==> config.mk <==
export PLATFORM = sky130hd
export DESIGN_NAME = io_bus_bridge
export DESIGN_NICKNAME = d
export VERILOG_FILES = /design/src/rtl/io_bus_bridge_pkg.sv /design/src/rtl/io_lane_gen.sv /design/src/rtl/io_bus_bridge.sv
export SDC_FILE = /design/constraint.sdc
export NUM_CORES = 1
export LEC_CHECK = 0
export CORE_MARGIN = 5
export CORE_UTILIZATION = 65
export DETAILED_ROUTE_END_ITERATION = 10
export DONT_BUFFER_PORTS = 1
export GPL_ROUTABILITY_DRIVEN = 0
export HOLD_SLACK_MARGIN = 0.02
export PLACE_DENSITY_LB_ADDON = 0.08
export SYNTH_ARGS = -nofsm -noshare
export SYNTH_HDL_FRONTEND = slang
export SYNTH_SLANG_ARGS = --single-unit
export TNS_END_PERCENT = 50
==> constraint.sdc <==
create_clock -name clk -period 5.5 [get_ports clk]
set_input_delay 1.1 -clock clk [delete_from_list [all_inputs] [get_ports clk]]
set_output_delay 1.1 -clock clk [all_outputs]
set_load 0.01 [all_outputs]
==> src/rtl/io_bus_bridge_pkg.sv <==
`default_nettype none
// ----------------------------------------------------------------------------
// io_bus_bridge_pkg : size codes, peripheral map and read-select encoding
// Rev 1.0
// ----------------------------------------------------------------------------
package io_bus_bridge_pkg;

  localparam logic [1:0]  SIZE_B        = 2'b00;
  localparam logic [1:0]  SIZE_H        = 2'b01;
  localparam logic [1:0]  SIZE_W        = 2'b10;

  localparam logic [31:0] PERI_BASE_DEF = 32'hFFFF_F000;

  localparam logic [31:0] OFF_TUBE      = 32'h0000_0000;
  localparam logic [31:0] OFF_CNT       = 32'h0000_0020;
  localparam logic [31:0] OFF_CMP       = 32'h0000_0024;
  localparam logic [31:0] OFF_STAT      = 32'h0000_0028;
  localparam logic [31:0] OFF_LED       = 32'h0000_0060;
  localparam logic [31:0] OFF_SW        = 32'h0000_0070;

  typedef enum logic [2:0] {
    SEL_NONE = 3'd0,
    SEL_DRAM = 3'd1,
    SEL_TUBE = 3'd2,
    SEL_LED  = 3'd3,
    SEL_SW   = 3'd4,
    SEL_CNT  = 3'd5,
    SEL_CMP  = 3'd6,
    SEL_STAT = 3'd7
  } rd_sel_e;

  function automatic logic [31:0] lane_merge(input logic [31:0] old_w,
                                             input logic [31:0] new_w,
                                             input logic [3:0]  be);
    lane_merge = old_w;
    for (int i = 0; i < 4; i++) begin
      if (be[i]) lane_merge[8*i +: 8] = new_w[8*i +: 8];
    end
  endfunction

endpackage
`default_nettype wire

==> src/rtl/io_lane_gen.sv <==
`default_nettype none
// ----------------------------------------------------------------------------
// io_lane_gen : byte enables, lane-replicated data and misalign detect
// Rev 1.0
// ----------------------------------------------------------------------------
module io_lane_gen
  import io_bus_bridge_pkg::*;
(
  input  logic [1:0]  addr_lo_i,
  input  logic [1:0]  size_i,
  input  logic [31:0] wd_i,
  output logic [3:0]  be_o,
  output logic [31:0] data_o,
  output logic        misalign_o
);

  logic [3:0]  be;
  logic [31:0] data;
  logic        mis;

  // Reserved size code falls through to the word case.
  always_comb begin
    be   = 4'b1111;
    data = wd_i;
    mis  = |addr_lo_i;
    case (size_i)
      SIZE_B: begin
        be   = 4'b0001 << addr_lo_i;
        data = {4{wd_i[7:0]}};
        mis  = 1'b0;
      end
      SIZE_H: begin
        be   = addr_lo_i[1] ? 4'b1100 : 4'b0011;
        data = {2{wd_i[15:0]}};
        mis  = addr_lo_i[0];
      end
      default: ;
    endcase
    if (mis) be = 4'b0000;
  end

  assign be_o       = be;
  assign data_o     = data;
  assign misalign_o = mis;

endmodule
`default_nettype wire

==> src/rtl/io_bus_bridge.sv <==
`default_nettype none
// ----------------------------------------------------------------------------
// io_bus_bridge : core bus decode to DRAM and peripherals (IO_TIMER_EN adds timer)
// Rev 1.0
// ----------------------------------------------------------------------------
module io_bus_bridge
  import io_bus_bridge_pkg::*;
#(
  parameter int          ADDR_W    = 32,
  parameter int          DATA_W    = 32,
  parameter int          CTRL_W    = 2,
  parameter logic [31:0] PERI_BASE = PERI_BASE_DEF,
  parameter int          SW_W      = 24
) (
  input  logic              clk,
  input  logic              rst_n,
  input  logic [ADDR_W-1:0] cpu_addr,
  input  logic [CTRL_W-1:0] cpu_ctrl,
  input  logic [DATA_W-1:0] cpu_wd,
  input  logic              cpu_we,
  output logic [DATA_W-1:0] cpu_rd,
  output logic [ADDR_W-3:0] dram_addr,
  output logic [DATA_W-1:0] dram_wd,
  output logic [3:0]        dram_be,
  output logic              dram_we,
  input  logic [DATA_W-1:0] dram_rd,
  input  logic [SW_W-1:0]   sw_i,
  output logic [SW_W-1:0]   led_o,
  output logic [31:0]       tube_o,
  output logic              misalign_o,
  output logic              timer_irq_o
);

  localparam logic [ADDR_W-1:0] BASE_A = ADDR_W'(PERI_BASE);

  logic [3:0]        be;
  logic [31:0]       lane_wd;
  logic              misalign;
  logic              peri_hit;
  logic              wr_ok;
  logic [ADDR_W-1:0] off_word;
  rd_sel_e           sel_d, sel_q;
  logic [DATA_W-1:0] peri_rd_d, peri_rd_q;
  logic [31:0]       tube_d, tube_q;
  logic [31:0]       led_wide;
  logic [SW_W-1:0]   led_d, led_q;
  logic [SW_W-1:0]   sw_meta_q, sw_sync_q;
  logic              misalign_d, misalign_q;

  io_lane_gen u_lane (
    .addr_lo_i  (cpu_addr[1:0]),
    .size_i     (cpu_ctrl[1:0]),
    .wd_i       (cpu_wd[31:0]),
    .be_o       (be),
    .data_o     (lane_wd),
    .misalign_o (misalign)
  );

  assign peri_hit  = cpu_addr >= BASE_A;
  assign off_word  = (cpu_addr - BASE_A) & ~ADDR_W'(3);
  assign wr_ok     = cpu_we & ~misalign;

  assign dram_addr = cpu_addr[ADDR_W-1:2];
  assign dram_wd   = lane_wd;
  assign dram_be   = be;
  assign dram_we   = wr_ok & ~peri_hit & rst_n;

  always_comb begin
    sel_d = SEL_NONE;
    if (!peri_hit) begin
      sel_d = SEL_DRAM;
    end else begin
      case (off_word)
        ADDR_W'(OFF_TUBE): sel_d = SEL_TUBE;
        ADDR_W'(OFF_LED):  sel_d = SEL_LED;
        ADDR_W'(OFF_SW):   sel_d = SEL_SW;
`ifdef IO_TIMER_EN
        ADDR_W'(OFF_CNT):  sel_d = SEL_CNT;
        ADDR_W'(OFF_CMP):  sel_d = SEL_CMP;
        ADDR_W'(OFF_STAT): sel_d = SEL_STAT;
`endif
        default:           sel_d = SEL_NONE;
      endcase
    end
  end

`ifdef IO_TIMER_EN
  logic [31:0] cnt_d, cnt_q, cmp_d, cmp_q;
  logic        match_d, match_q;

  // A fresh match is applied last so it beats a same-cycle clear.
  always_comb begin
    cnt_d   = cnt_q + 32'd1;
    cmp_d   = cmp_q;
    match_d = match_q;
    if (wr_ok && sel_d == SEL_CNT) cnt_d = lane_merge(cnt_q, lane_wd, be);
    if (wr_ok && sel_d == SEL_CMP) cmp_d = lane_merge(cmp_q, lane_wd, be);
    if (wr_ok && sel_d == SEL_STAT && be[0] && lane_wd[0]) match_d = 1'b0;
    if (cnt_q == cmp_q && cmp_q != 32'd0) match_d = 1'b1;
  end

  always_ff @(posedge clk) begin
    if (!rst_n) begin
      cnt_q   <= '0;
      cmp_q   <= '0;
      match_q <= 1'b0;
    end else begin
      cnt_q   <= cnt_d;
      cmp_q   <= cmp_d;
      match_q <= match_d;
    end
  end

  assign timer_irq_o = match_q;
`else
  assign timer_irq_o = 1'b0;
`endif

  always_comb begin
    peri_rd_d = '0;
    case (sel_d)
      SEL_TUBE: peri_rd_d = DATA_W'(tube_q);
      SEL_LED:  peri_rd_d = DATA_W'(led_q);
      SEL_SW:   peri_rd_d = DATA_W'(sw_sync_q);
`ifdef IO_TIMER_EN
      SEL_CNT:  peri_rd_d = DATA_W'(cnt_q);
      SEL_CMP:  peri_rd_d = DATA_W'(cmp_q);
      SEL_STAT: peri_rd_d = DATA_W'(match_q);
`endif
      default:  peri_rd_d = '0;
    endcase
  end

  always_comb begin
    tube_d     = tube_q;
    led_wide   = lane_merge(32'(led_q), lane_wd, be);
    led_d      = led_q;
    misalign_d = misalign_q | (cpu_we & misalign);
    if (wr_ok && sel_d == SEL_TUBE) tube_d = lane_merge(tube_q, lane_wd, be);
    if (wr_ok && sel_d == SEL_LED)  led_d  = led_wide[SW_W-1:0];
  end

  always_ff @(posedge clk) begin
    if (!rst_n) begin
      sel_q      <= SEL_NONE;
      peri_rd_q  <= '0;
      tube_q     <= '0;
      led_q      <= '0;
      misalign_q <= 1'b0;
      sw_meta_q  <= '0;
      sw_sync_q  <= '0;
    end else begin
      sel_q      <= sel_d;
      peri_rd_q  <= peri_rd_d;
      tube_q     <= tube_d;
      led_q      <= led_d;
      misalign_q <= misalign_d;
      sw_meta_q  <= sw_i;
      sw_sync_q  <= sw_meta_q;
    end
  end

  // DRAM data arrives one cycle after its address, aligned with sel_q.
  always_comb begin
    case (sel_q)
      SEL_DRAM: cpu_rd = dram_rd;
      SEL_NONE: cpu_rd = '0;
      default:  cpu_rd = peri_rd_q;
    endcase
  end

  assign led_o      = led_q;
  assign tube_o     = tube_q;
  assign misalign_o = misalign_q;

endmodule
`default_nettype wire

# Yosys cells after proc, flatten, opt, wreduce, memory -nomap -nowiden
# Index checks and enable logic that the tools add are counted.
op_classes:
  shifts: 1
  n_mux: 9
  bitwise_logic: 7
  n_eq_ne: 7
  order_cmp: 1
  n_addsub: 1
  reduce_logical: 13
op_table:
  columns: ["cell", "n"]
  rows:
  - ["one-hot mux 32 bit (2 select lines)", 2]
  - ["one-hot mux 32 bit (3 select lines)", 1]
  - ["equality test 30 x 5 -> 1 bit, second input constant", 2]
  - [">= comparator 32 bit, second input constant", 1]
  - ["zero test 32 bit", 1]
  - ["subtractor 32 bit, second input constant", 1]
  - ["AND reduction 2 bit", 7]
  - ["one-hot mux 3 bit (3 select lines)", 1]
  - ["two-way mux 4 bit", 2]
  - ["one-hot mux 4 bit (2 select lines)", 1]
  - ["equality test 3 x 2 -> 1 bit, second input constant", 2]
  - ["AND 1 bit", 4]
  - ["left shift 1 x 2 -> 4 bit, first input constant", 1]
  - ["equality test 3 x 1 -> 1 bit, second input constant", 1]
  - ["equality test 3 bit, second input constant", 1]
  - ["zero test 3 bit", 1]
  - ["two-way mux 3 bit", 1]
  - ["equality test 2 x 1 -> 1 bit, second input constant", 1]
  - ["logical AND 1 bit", 2]
  - ["zero test 2 bit", 1]
  - ["NOT 1 bit", 2]
  - ["one-hot mux 1 bit (2 select lines)", 1]
  - ["OR reduction 2 bit", 1]
  - ["OR 1 bit", 1]
word_totals:
  wordCells: 51
  input_bits: 125
  ff_bits: 140

# Depth between registers and ports, before layout
# Gate-level depths: netlist of run 1.
depth:
  word_depth: 7
  ltp_mapped: 6
  mapped_depth_nobuf: 4

# Hierarchy
# From an unflattened synthesis of run 1, not the netlist that was laid out.
hier_totals:
  hier_cells: 733
  area_unflattened_um2: 6414.9
modules_own_cells:
  columns: ["mod", "seq_area_each_um2", "area_per_inst_um2", "instances", "cells_each"]
  rows:
  - ["io_bus_bridge", 2802.7, 5893.2, 1, 668]
  - ["io_lane_gen", 0.0, 521.8, 1, 65]

# Worst setup path after synthesis of run 1
# OpenSTA, ideal clock, no wires.
synth_timing:
  path_type: "input to output"
  from: "input port cpu_ctrl[1]"
  to: "output port dram_we"
  required_time_ps: 4400
  stages: 4
  setup_slack_ps: 2388
  path_buffers: 2
  t_arrival_ps: 2012
  path_cell_list: "buf_2 -> clkbuf_1 -> a21o_1 -> a211oi_1"
synth_via:
  elab_chain_len: 6
  elab_cells_between_ends: 7
  cone_classes: "eq/ne: 1; mux: 1; bitwise: 4; reduce/logical: 1"
synth_lines:
  columns: ["element", "line", "source"]
  rows:
  - ["from (decl)", "io_bus_bridge.sv:18", "input logic [CTRL_W-1:0] cpu_ctrl,"]
  - ["equality test 2 x 1 -> 1 bit / zero test 2 bit (equally long branches)", "io_lane_gen.sv:26", "case (size_i)"]
  - ["one-hot mux 1 bit (2 select lines) (*)", "io_lane_gen.sv:26", null]
  - ["NOT 1 bit (*)", "io_bus_bridge.sv:61", "assign wr_ok = cpu_we & ~misalign;"]
  - ["AND 1 bit (*)", "io_bus_bridge.sv:61", null]
  - ["AND 1 bit (*) (2 in a row)", "io_bus_bridge.sv:66", "assign dram_we = wr_ok & ~peri_hit & rst_n;"]
  - ["to (decl)", "io_bus_bridge.sv:25", "output logic dram_we,"]
# Every way passes the cells marked *; elsewhere a longest branch is shown, timed or not.

# Final worst setup path of run 1
layout_timing:
  from: "input port cpu_ctrl[0]"
  to: "output port dram_wd[12]"
layout_via:
  elab_chain_len: 2
  elab_cells_between_ends: 3
  cone_classes: "eq/ne: 1; mux: 1; reduce/logical: 1"
layout_lines:
  columns: ["element", "line", "source"]
  rows:
  - ["equality test 2 x 1 -> 1 bit / zero test 2 bit (equally long branches)", "io_lane_gen.sv:26", null]
  - ["one-hot mux 32 bit (2 select lines) (*)", "io_lane_gen.sv:26", null]
  - ["to (decl)", "io_bus_bridge.sv:23", "output logic [DATA_W-1:0] dram_wd,"]
# Marked as above.

==> results.txt, run 1 <==
----------------------------------------------------
[Floorplan]
  Cell row count ... 36
  Die width ... 110 µm
  Die Height ... 110 µm
  Top-Level Pins ... 282
  Initial core utilization ... 66.2%
  Area inside the core boundary ... 9730 µm²
  Die Area ... 12,000 µm²

[Detailed routing]
  DRT iter0 DRCs ... 444
  Aggregate routed wire length ... 19.5 mm
  Number of search-and-repair iterations in the first detailed-routing pass ... 6
  DRC violations left ... 0
  Remaining number of nets flagged by the antenna check after routing ... 0
  Vias ... 5,082
  Detailed-route wire length per cell ... 23.7 µm
  Post-detailed-route via-to-cell ratio ... 6.19

[Timing]
  Final Worst Setup Slack ... 2.01 ns
  Slew at the pin with the worst max-slew slack ... 1.12 ns
  Final Slew Violations ... 0
  Worst relative slew slack ... 25.2%
  Highest achievable clock rate ... 0.287 GHz
  Worst hold slack ... 0.432 ns
  Total negative setup slack ... 0 ns
  Number of hold violations in the final report ... 0
  Worst clock skew ... 0.0116 ns
  RSZ-0062 raised after global routing ... false
  Ratio of final minimum period to clock period ... 63.4%
  Endpoints failing setup ... 0
  Minimum clock period after layout ... 3.49 ns

[Finish]
  Most common cell after layout, fill and taps aside ... sky130_fd_sc_hd__nand2_1
  Fraction of final layout cells with drive strength greater than 1 ... 8.30%
  Area growth syn-to-layout ... 4.95%
  Number of nets in the finished design ... 799
  Highest-count cells in the layout ignoring fill and taps ... sky130_fd_sc_hd__nand2_1, sky130_fd_sc_hd__dfxtp_1, sky130_fd_sc_hd__mux2i_1
  Fillcell total ... 759

[Logic synthesis]
  Register area share after synthesis ... 43.5%
  Post-Synth Simple-Gate Area ... 22.6%
  Complex-gate fraction of the synthesized area ... 10.3%
  Seq cells post-synth ... 140
  Number of standard cells after synthesis ... 741
  Largest family of logic cells by synthesized area ... simple AND/OR/NAND/NOR gates
  Summed instance area of the synthesized netlist ... 6440 µm²
  Prevailing post-synth register cell ... sky130_fd_sc_hd__dfxtp_1
  Number of nets in the synthesized netlist ... 866
  Number of distinct library cell variants in the gate-level netlist after synthesis ... 42
  Number of synthesized flops with an enable pin ... 0
  Multiplexer share of the synthesized area ... 12.7%
  Parity-gate share of the synthesized area counting xor and xnor cells ... 0.272%
  Synth Area in Adders ... 0%
  Total number of yosys warnings ... 0
  Async SR Flop Fraction ... 0%
  Post-synthesis average cell area ... 8.69 µm²

[Worst setup path]
  Cells along the critical path ... nor2_1, mux2_2
  Critical path class ... primary input to primary output
  Endpoint class of the critical path ... primary output
  Critical path data arrival time ... 2.39 ns
  Family with the most delay on the worst path ... simple AND/OR/NAND/NOR gates
  CP max stage delay ... 0.81 ns
  Maximum fanout along the worst path ... 12
  Buffering stage count on the worst path with inverters included ... 0
  Cell at the slowest stage of the critical path ... sky130_fd_sc_hd__nor2_1
  CP required ... 4.40 ns
  Type of element launching the critical path ... primary input

[Pwr]
  Largest voltage drop on the vdd net ... 0.286 mV
  Share of power burned in combinational logic ... 4.8%
  Areal power density over the cells ... 349 nW/µm²
  Clock network fraction of total power ... 51.2%
  Share of power burned in registers ... 44.0%
  Sw Share ... 23.1%
  Switching power summed over all nets ... 545 µW
  Internal power ... 1.82 mW
  Leak ... 2.70 nW

[GRT]
  Combined global-route utilization of all metal layers ... 31.9%
  Maximum number of pins on one net before global-route repair ... 141
  Number of global-route vias before repair ... 4,851
  Antenna violations before repair ... 2
  Global-route wire length before repair ... 28.2 mm
  Total global routing overflow ... 0

[CTS]
  Number of buffers inserted during clock tree synthesis ... 17
  # hold bufs at CTS ... 0
  Number of sinks handled by clock tree synthesis ... 140
  Count of instances resized after the clock tree is built ... 0
  Clock Pin Slew Worst Setup and Hold Paths ... 0.06 ns
  Clock tree from TritonCTS ... yes
  Number of setup buffers added after CTS ... 0
  Clock latency of the later-clocked register in the worst-skew pair ... 0.53 ns
  CTS root buffer ... sky130_fd_sc_hd__clkbuf_8
  Largest buffer count on any clock path ... 2
  H-Tree Level Count ... 4

[Placement]
  Post-Place Setup Slack ... 2.04 ns
  Count of buffers inserted at the top-level ports ... 0
  DP Wirelength ... 14.4 mm

[Status]
  Run status ... complete, no violations

[Flow run]
  Number of violations of the max-capacitance limit ... 0

[Hold path]
  Path type of the worst min-delay path ... flip-flop to flip-flop

----------------------------------------------------
## per-layer routing
| layer | track usage, % | wire [µm] | up-vias |
|---|---|---|---|
| met2 | 50.3 | 8910 | 343 |
| met1 | 38.3 | 7500 | 2377 |
| met4 | 12.6 | 585 | 2 |
| li1 | - | - | 2315 |
| met3 | 13.8 | 2460 | 45 |
| met5 | 0 | 18 | - |
## cell type report
| class | count | area (µm²) | share of cell area, % |
|---|---|---|---|
| inverter | 49 | 184 | 2.72 |
| clock inverter | 15 | 213 | 3.15 |
| tap | 133 | 166 | 2.46 |
| sequential | 140 | 2800 | 41.5 |
| multi-input combinational | 464 | 2960 | 43.8 |
| clock buffer | 17 | 414 | 6.13 |
| antenna | 1 | 2.50 | 0.0370 |
| timing repair buffer | 2 | 15.0 | 0.222 |
## cells by family (layout without fill, tap and decap cells)
kind of cell,count (synthesis),count (layout)
flops,140,140
xor+xnor,2,2
simple gates,287,287
mux,80,80
other cells,1,2
compound gates,94,94
buf+inv,137,83
## cell usage after synthesis (all sizes together) (2+ instances only)
library cell | number | area, µm²
a32oi | 24 | 210
and2 | 50 | 313
and3 | 9 | 56.3
buf | 48 | 344
clkbuf | 40 | 150
dfxtp | 140 | 2800
inv | 49 | 184
mux2 | 16 | 180
mux2i | 64 | 641
nand2 | 163 | 612
nand3 | 10 | 125
nand4 | 6 | 37.5
nor2 | 31 | 116
nor3 | 2 | 15.0
nor3b | 2 | 15.0
nor4 | 7 | 104
o21ai | 40 | 200
o32ai | 24 | 210
or4 | 2 | 18.8
## final timing paths
kind         slack [ns]         start  cells past startpoint           end
max                2.01   cpu_ctrl[0]                      2   dram_wd[12]
min                0.43  sw_meta_q[9]                      1  sw_sync_q[9]
max reg2reg        4.23      led_o[0]                      4  peri_rd_q[0]
min reg2reg        0.43  sw_meta_q[9]                      1  sw_sync_q[9]
## power by group through the flow
stage          sequential, mW  combinational [mW]  clock (mW)
6_report                 1.04               0.114        1.21
4_1_cts                  1.04               0.113        1.22
3_5_place_dp             1.06               0.112           0
5_1_grt                  1.04               0.123        1.26
2_1_floorplan            1.06               0.139           0
3_3_place_gp             1.06               0.110           0
## flip-flops by register name, indices dropped and copies added, names as in the netlist
name	flops
led_o	24
misalign_o	1
peri_rd_q	32
sel_q	3
sw_meta_q	24
sw_sync_q	24
tube_o	32
## stage by stage
| step | utilization (%) | std cells | power, mW | cell area (µm²) |
|---|---|---|---|---|
| finish | 69.5 | 821 | 2.36 | 6760 |
| global route | 69.5 | 820 | 2.43 | 6760 |
| CTS | 69.5 | 820 | 2.37 | 6760 |
| detailed placement | 63.0 | 788 | 1.17 | 6130 |
| global placement | 63.0 | 788 | 1.17 | 6130 |
| floorplan | - | 741 | 1.20 | 6440 |
Note: power is estimated with default switching activity, not from simulation.
==> inputs of run 2 (changes only) <==
--- a/config.mk
+++ b/config.mk
@@ -6,7 +6,7 @@
 export NUM_CORES = 1
 export LEC_CHECK = 0
 export CORE_MARGIN = 5
-export CORE_UTILIZATION = 65
+export CORE_UTILIZATION = 63
 export DETAILED_ROUTE_END_ITERATION = 10
 export DONT_BUFFER_PORTS = 1
 export GPL_ROUTABILITY_DRIVEN = 0
==> constraint.sdc (replaced) <==
create_clock -name clk -period 3.3 [get_ports clk]
set_input_delay 0.66 -clock clk [delete_from_list [all_inputs] [get_ports clk]]
set_output_delay 0.66 -clock clk [all_outputs]
set_load 0.01 [all_outputs]
==> run 2 against run 1 <==
Critical path depth increased by 1; cell area increased by 0.24%; combinational power up 68%; die area up 2.9%; sequential power is 66% higher; global-route usage decreased by 1.8 points; worst setup slack worse by 1.4 ns; sequential cell count unchanged; sequential share of layout area is 0.10 points lower; worst hold slack worse by 0.16 ns; cell count grew 0.61%.
==> results.txt, run 2 (synthesized netlist as in run 1, its figures left out) <==
----------------------------------------------------
[Detailed routing]
  DRT iter0 DRCs ... 473 (+6.5%)
  Vias ... 5,014 (-1.3%)
  Detailed-route wire length per cell ... 22.6 µm (-4.5%)
  DRC violations left ... 0 (unchanged)
  Aggregate routed wire length ... 18.7 mm (-3.9%)
  Remaining number of nets flagged by the antenna check after routing ... 0 (unchanged)
  Number of search-and-repair iterations in the first detailed-routing pass ... 7 (+1)
  Post-detailed-route via-to-cell ratio ... 6.07 (-1.9%)

[Floorplan]
  Die width ... 111 µm (+1.4%)
  Die Height ... 111 µm (+1.4%)
  Cell row count ... 37 (+2.8%)
  Initial core utilization ... 63.5% (-2.7 points)
  Area inside the core boundary ... 10,100 µm² (+4.2%)
  Top-Level Pins ... 282 (unchanged)
  Die Area ... 12,300 µm² (+2.9%)

[Worst setup path]
  Maximum fanout along the worst path ... 64 (+52)
  Critical path data arrival time ... 1.99 ns (-0.40 ns)
  Worst reg2reg path startpoint ... led_o[0]
  Critical path class ... flip-flop to primary output
  Depth of the most critical reg-to-reg path ... 4 (unchanged)
  CP required ... 2.64 ns (-1.76 ns)
  Crit. Startpoint ... sel_q[2]
  Type of element launching the critical path ... flip-flop
  Endpoint class of the critical path ... primary output

[CTS]
  Number of setup buffers added after CTS ... 0 (unchanged)
  Clock Pin Slew Worst Setup and Hold Paths ... 0.06 ns (about the same)
  # hold bufs at CTS ... 0 (unchanged)
  Number of sinks handled by clock tree synthesis ... 140 (unchanged)
  Clock tree from TritonCTS ... yes
  H-Tree Level Count ... 4 (unchanged)
  Clock latency of the later-clocked register in the worst-skew pair ... 0.50 ns (-0.03 ns)
  Count of instances resized after the clock tree is built ... 0 (unchanged)
  Largest buffer count on any clock path ... 2 (unchanged)
  Number of buffers inserted during clock tree synthesis ... 17 (unchanged)
  CTS root buffer ... sky130_fd_sc_hd__clkbuf_8

[GRT]
  Number of global-route vias before repair ... 4,864 (+0.27%)
  Combined global-route utilization of all metal layers ... 30.0% (-1.8 points)
  Maximum number of pins on one net before global-route repair ... 141 (unchanged)
  Global-route wire length before repair ... 29.1 mm (+3.2%)
  Antenna violations before repair ... 0 (-2)
  Total global routing overflow ... 0 (unchanged)

[Timing]
  Final Slew Violations ... 0 (unchanged)
  RSZ-0062 raised after global routing ... false
  Highest achievable clock rate ... 0.377 GHz
  Minimum clock period after layout ... 2.65 ns
  Endpoints failing setup ... 0 (unchanged)
  Worst clock skew ... 0.00977 ns (-0.00179 ns)
  Ratio of final minimum period to clock period ... 80.4%
  Number of hold violations in the final report ... 0 (unchanged)
  Total negative setup slack ... 0 ns (unchanged)
  Worst hold slack ... 0.275 ns (-0.157 ns)
  Slew at the pin with the worst max-slew slack ... 1.01 ns (-0.111 ns)
  Worst relative slew slack ... 32.8% (+7.6 points)

[Finish]
  Most common cell after layout, fill and taps aside ... sky130_fd_sc_hd__nand2_1
  Highest-count cells in the layout ignoring fill and taps ... sky130_fd_sc_hd__nand2_1, sky130_fd_sc_hd__dfxtp_1, sky130_fd_sc_hd__mux2i_1
  Inserted Diodes ... 0 (-1)
  Fraction of final layout cells with drive strength greater than 1 ... 8.70% (+0.40 points)
  Number of nets in the finished design ... 804 (+0.63%)
  Area growth syn-to-layout ... 5.20%
  Final core utilization ... 66.9% (-2.6 points)

[Hold path]
  Hold path start ... sw_i[1]
  Min-Delay Path Depth ... 1 (unchanged)
  Path type of the worst min-delay path ... primary input to flip-flop

[Placement]
  DP Wirelength ... 14.1 mm (-2.0%)
  Count of buffers inserted at the top-level ports ... 0 (unchanged)

[Pwr]
  Areal power density over the cells ... 571 nW/µm² (+63%)
  Largest voltage drop on the vdd net ... 0.470 mV (+64%)
  Design Power ... 3.87 mW (+64%)
  Leak ... 2.72 nW (+0.65%)

[Status]
  Run status ... complete, no violations

[Flow run]
  Number of violations of the max-capacitance limit ... 0 (unchanged)

----------------------------------------------------
[run 2: cell types whose count changed in the layout (fill, tap and decap cells not counted)]
cell                         previous run  this run
sky130_fd_sc_hd__clkinv_2               1         2
sky130_fd_sc_hd__clkinvlp_4             2         1
sky130_fd_sc_hd__inv_8                  1         0
sky130_fd_sc_hd__buf_4                  2         7
sky130_fd_sc_hd__inv_6                  4         3
sky130_fd_sc_hd__diode_2                1         0
[run 2: path summary, 6_finish.rpt]
kind	end	slack, ns
worst min register to register	sw_sync_q[11]	0.43
worst min-delay path	sw_meta_q[1]	0.27
worst max-delay path	cpu_rd[23]	0.65
worst max register to register	peri_rd_q[0]	2.03
[run 2: final cells by class]
type	instances	area, µm²
Timing Repair Buffer	7	52.6
Fill cell	832	3360
Multi-Input combinational cell	464	2960
Sequential cell	140	2800
Clock buffer	17	414
Inverter	49	184
Clock inverter	13	190
Tap cell	136	170
[run 2: stage by stage]
stage	setup WS, ns	std cells	instance area, µm²
3_3_place_gp	0.757	796	6170
2_1_floorplan	0.988	741	6440
4_1_cts	0.598	826	6780
5_1_grt	0.459	826	6780
3_5_place_dp	0.722	796	6170
6_report	0.647	826	6780
[run 2: worst max-delay path, cell delays in order (launching register included)]
cell and delay (ns):
sky130_fd_sc_hd__dfxtp_1 0.31, sky130_fd_sc_hd__or2_2 0.78, sky130_fd_sc_hd__nand2_1 0.17, sky130_fd_sc_hd__o21ai_1 0.21
[run 2: routing by layer]
layer | vias to the layer above | track usage (%) | share of wire, %
met1 | 2327 | 37.5 | 40
met3 | 50 | 11.4 | 11
met4 | 0 | 12.1 | 3.6
met5 | - | 0 | 0
met2 | 304 | 47.0 | 45
li1 | 2333 | - | -
[run 2: where the power goes]
part / switching, mW / total [mW] / internal, mW
combinational: 0.124 / 0.192 / 0.0675
sequential: 0.0122 / 1.73 / 1.72
clock: 0.719 / 1.95 / 1.23
total: 0.855 / 3.87 / 3.01
==> inputs of run 3 (changes only) <==
==> constraint.sdc (replaced) <==
create_clock -name clk -period 2.5 [get_ports clk]
set_input_delay 0.5 -clock clk [delete_from_list [all_inputs] [get_ports clk]]
set_output_delay 0.5 -clock clk [all_outputs]
set_load 0.01 [all_outputs]
==> run 3 against run 2 <==
Critical path depth is the same; sequential share of layout area shrank 0.33 points; sequential power grew 32%; worst hold slack lost 0.18 ns; global-route usage shrank 0.37 points; non-clock buffer count grew 6; via count grew 0.48%; core utilization grew 0.53 points; register-to-register slack lost 0.76 ns; critical endpoint is now cpu_rd[17]; highest routed layer is now met5.
==> results.txt, run 3 (synthesized netlist as in run 1, its figures left out) <==
----------------------------------------------------
[Floorplan]
  Die Area ... 12,300 µm² (unchanged)
  Top-Level Pins ... 282 (unchanged)
  Die width ... 111 µm (unchanged)
  Initial core utilization ... 63.5% (unchanged)
  Die Height ... 111 µm (unchanged)
  Area inside the core boundary ... 10,100 µm² (unchanged)
  Cell row count ... 37 (unchanged)

[Finish]
  Final Instance Count excl. Fillers ... 834 (+0.97%)
  Inserted Diodes ... 0 (unchanged)
  Number of nets in the finished design ... 810 (+0.75%)
  Fraction of final layout cells with drive strength greater than 1 ... 9.74% (+1.0 points)
  Highest-count cells in the layout ignoring fill and taps ... sky130_fd_sc_hd__nand2_1, sky130_fd_sc_hd__dfxtp_1, sky130_fd_sc_hd__mux2i_1
  Final core utilization ... 67.4% (+0.53 points)
  Fillcell total ... 820 (-1.4%)
  Area growth syn-to-layout ... 6.04%
  Most common cell after layout, fill and taps aside ... sky130_fd_sc_hd__nand2_1

[Timing]
  Final Worst Setup Slack ... 0.142 ns (-0.505 ns)
  Worst clock skew ... 0.00729 ns (-0.00249 ns)
  Final Slew Violations ... 0 (unchanged)
  Highest achievable clock rate ... 0.424 GHz
  Total negative setup slack ... 0 ns (unchanged)
  Number of hold violations in the final report ... 0 (unchanged)
  RSZ-0062 raised after global routing ... false
  Slew at the pin with the worst max-slew slack ... 0.772 ns (-0.236 ns)
  Worst relative slew slack ... 48.0% (+15 points)
  Endpoints failing setup ... 0 (unchanged)
  Minimum clock period after layout ... 2.36 ns
  Ratio of final minimum period to clock period ... 94.3%

[Detailed routing]
  Remaining number of nets flagged by the antenna check after routing ... 0 (unchanged)
  Detailed-route wire length per cell ... 22.3 µm (-1.7%)
  Number of search-and-repair iterations in the first detailed-routing pass ... 6 (-1)
  Post-detailed-route via-to-cell ratio ... 6.04 (-0.49%)
  Aggregate routed wire length ... 18.6 mm (-0.77%)
  DRT iter0 DRCs ... 451 (-4.7%)
  DRC violations left ... 0 (unchanged)
  Vias ... 5,038 (+0.48%)

[Worst setup path]
  Maximum fanout along the worst path ... 37 (-42%)
  Cell at the slowest stage of the critical path ... sky130_fd_sc_hd__or2_2
  Buffering stage count on the worst path with inverters included ... 1 (+1)
  Endpoint class of the critical path ... primary output
  Cells along the critical path ... or2_2, buf_12, o21ai_1
  CP max stage delay ... 0.48 ns (-0.30 ns)
  Critical path data arrival time ... 1.86 ns (-0.13 ns)
  Critical path class ... flip-flop to primary output
  Type of element launching the critical path ... flip-flop
  Family with the most delay on the worst path ... simple AND/OR/NAND/NOR gates
  CP required ... 2.00 ns (-0.64 ns)

[GRT]
  Number of global-route vias before repair ... 4,857 (-0.14%)
  Combined global-route utilization of all metal layers ... 29.7% (-0.37 points)
  Maximum number of pins on one net before global-route repair ... 141 (unchanged)
  Total global routing overflow ... 0 (unchanged)
  Antenna violations before repair ... 1 (+1)
  Global-route wire length before repair ... 28.4 mm (-2.5%)

[Status]
  Run status ... complete, no violations

[Flow run]
  Number of violations of the max-capacitance limit ... 0 (unchanged)

[CTS]
  CTS root buffer ... sky130_fd_sc_hd__clkbuf_8
  Clock tree from TritonCTS ... yes
  Largest buffer count on any clock path ... 2 (unchanged)
  Number of setup buffers added after CTS ... 0 (unchanged)
  Clock Pin Slew Worst Setup and Hold Paths ... 0.06 ns (about the same)
  Number of sinks handled by clock tree synthesis ... 140 (unchanged)
  # hold bufs at CTS ... 0 (unchanged)
  Count of instances resized after the clock tree is built ... 0 (unchanged)
  Clock latency of the later-clocked register in the worst-skew pair ... 0.53 ns (+0.03 ns)
  Number of buffers inserted during clock tree synthesis ... 17 (unchanged)
  H-Tree Level Count ... 4 (unchanged)

[Placement]
  Count of buffers inserted at the top-level ports ... 0 (unchanged)
  DP Wirelength ... 14.0 mm (-0.70%)
  Number of instances in the placed design ... 802 (+0.75%)
  Post-Place Setup Slack ... 0.0867 ns (-0.635 ns)

[Pwr]
  Leak ... 2.74 nW (+0.78%)
  Switching power summed over all nets ... 1.17 mW (+36%)
  Clock network fraction of total power ... 49.1% (-1.2 points)
  Share of power burned in registers ... 45.7% (+0.9 points)
  Design Power ... 4.99 mW (+29%)
  Areal power density over the cells ... 731 nW/µm² (+28%)
  Largest voltage drop on the vdd net ... 0.483 mV (+2.7%)
  Internal power ... 3.83 mW (+27%)
  Sw Share ... 23.4% (+1.3 points)
  Share of power burned in combinational logic ... 5.2% (+0.2 points)

[Hold path]
  Path type of the worst min-delay path ... primary input to flip-flop

----------------------------------------------------
[run 3: cell count changes in the layout (fill, tap and decap cells not counted)]
| cell | change |
|---|---|
| sky130_fd_sc_hd__bufinv_16 | -2 |
| sky130_fd_sc_hd__buf_4 | +4 |
| sky130_fd_sc_hd__clkinvlp_4 | +2 |
| sky130_fd_sc_hd__clkinv_2 | -1 |
| sky130_fd_sc_hd__inv_8 | +1 |
| sky130_fd_sc_hd__buf_12 | +2 |
| sky130_fd_sc_hd__clkbuf_8 | +1 |
| sky130_fd_sc_hd__clkinv_4 | +1 |
[run 3: layout make-up]
cell class / count / area [µm²] / area share, %
multi-input combinational: 464 / 2960 / 43.4
sequential: 140 / 2800 / 41.0
clock buffer: 18 / 428 / 6.26
inverter: 49 / 184 / 2.69
tap: 136 / 170 / 2.49
clock inverter: 14 / 160 / 2.34
timing repair buffer: 13 / 123 / 1.79
[run 3: final timing paths]
check	start	endpoint	slack [ns]	cells past startpoint
max	sel_q[2]	cpu_rd[17]	0.14	3
min	sw_i[22]	sw_meta_q[22]	0.1	1
max reg2reg	led_o[23]	peri_rd_q[23]	1.27	4
min reg2reg	sw_meta_q[23]	sw_sync_q[23]	0.43	1
[run 3: stage by stage]
step	hold slack, ns	instance area [µm²]
4_1_cts	0.0838	6830
2_1_floorplan	0.412	6440
3_5_place_dp	0.418	6240
5_1_grt	0.0744	6830
6_report	0.0957	6830
3_3_place_gp	0.417	6240
[run 3: per-layer routing]
layer / track usage (%) / vias to the layer above / routed length, µm
met5: 0 / - / 20
li1: - / 2350 / -
met4: 13.8 / 2 / 715
met3: 11.8 / 52 / 2130
met2: 46.1 / 299 / 8480
met1: 36.2 / 2335 / 7220
[run 3: worst reg2reg max path: stages (launching register included)]
cell and delay (ns):
sky130_fd_sc_hd__dfxtp_1 0.42, sky130_fd_sc_hd__inv_1 0.06, sky130_fd_sc_hd__o32ai_1 0.34, sky130_fd_sc_hd__a32oi_1 0.14, sky130_fd_sc_hd__nor2_1 0.18
[run 3: power groups by stage]
stage | sequential, mW | combinational [mW] | clock, mW
global route | 2.28 | 0.281 | 2.59
global placement | 2.33 | 0.255 | 0
finish | 2.28 | 0.260 | 2.45
floorplan | 2.33 | 0.307 | 0
CTS | 2.28 | 0.259 | 2.47
detailed placement | 2.33 | 0.257 | 0
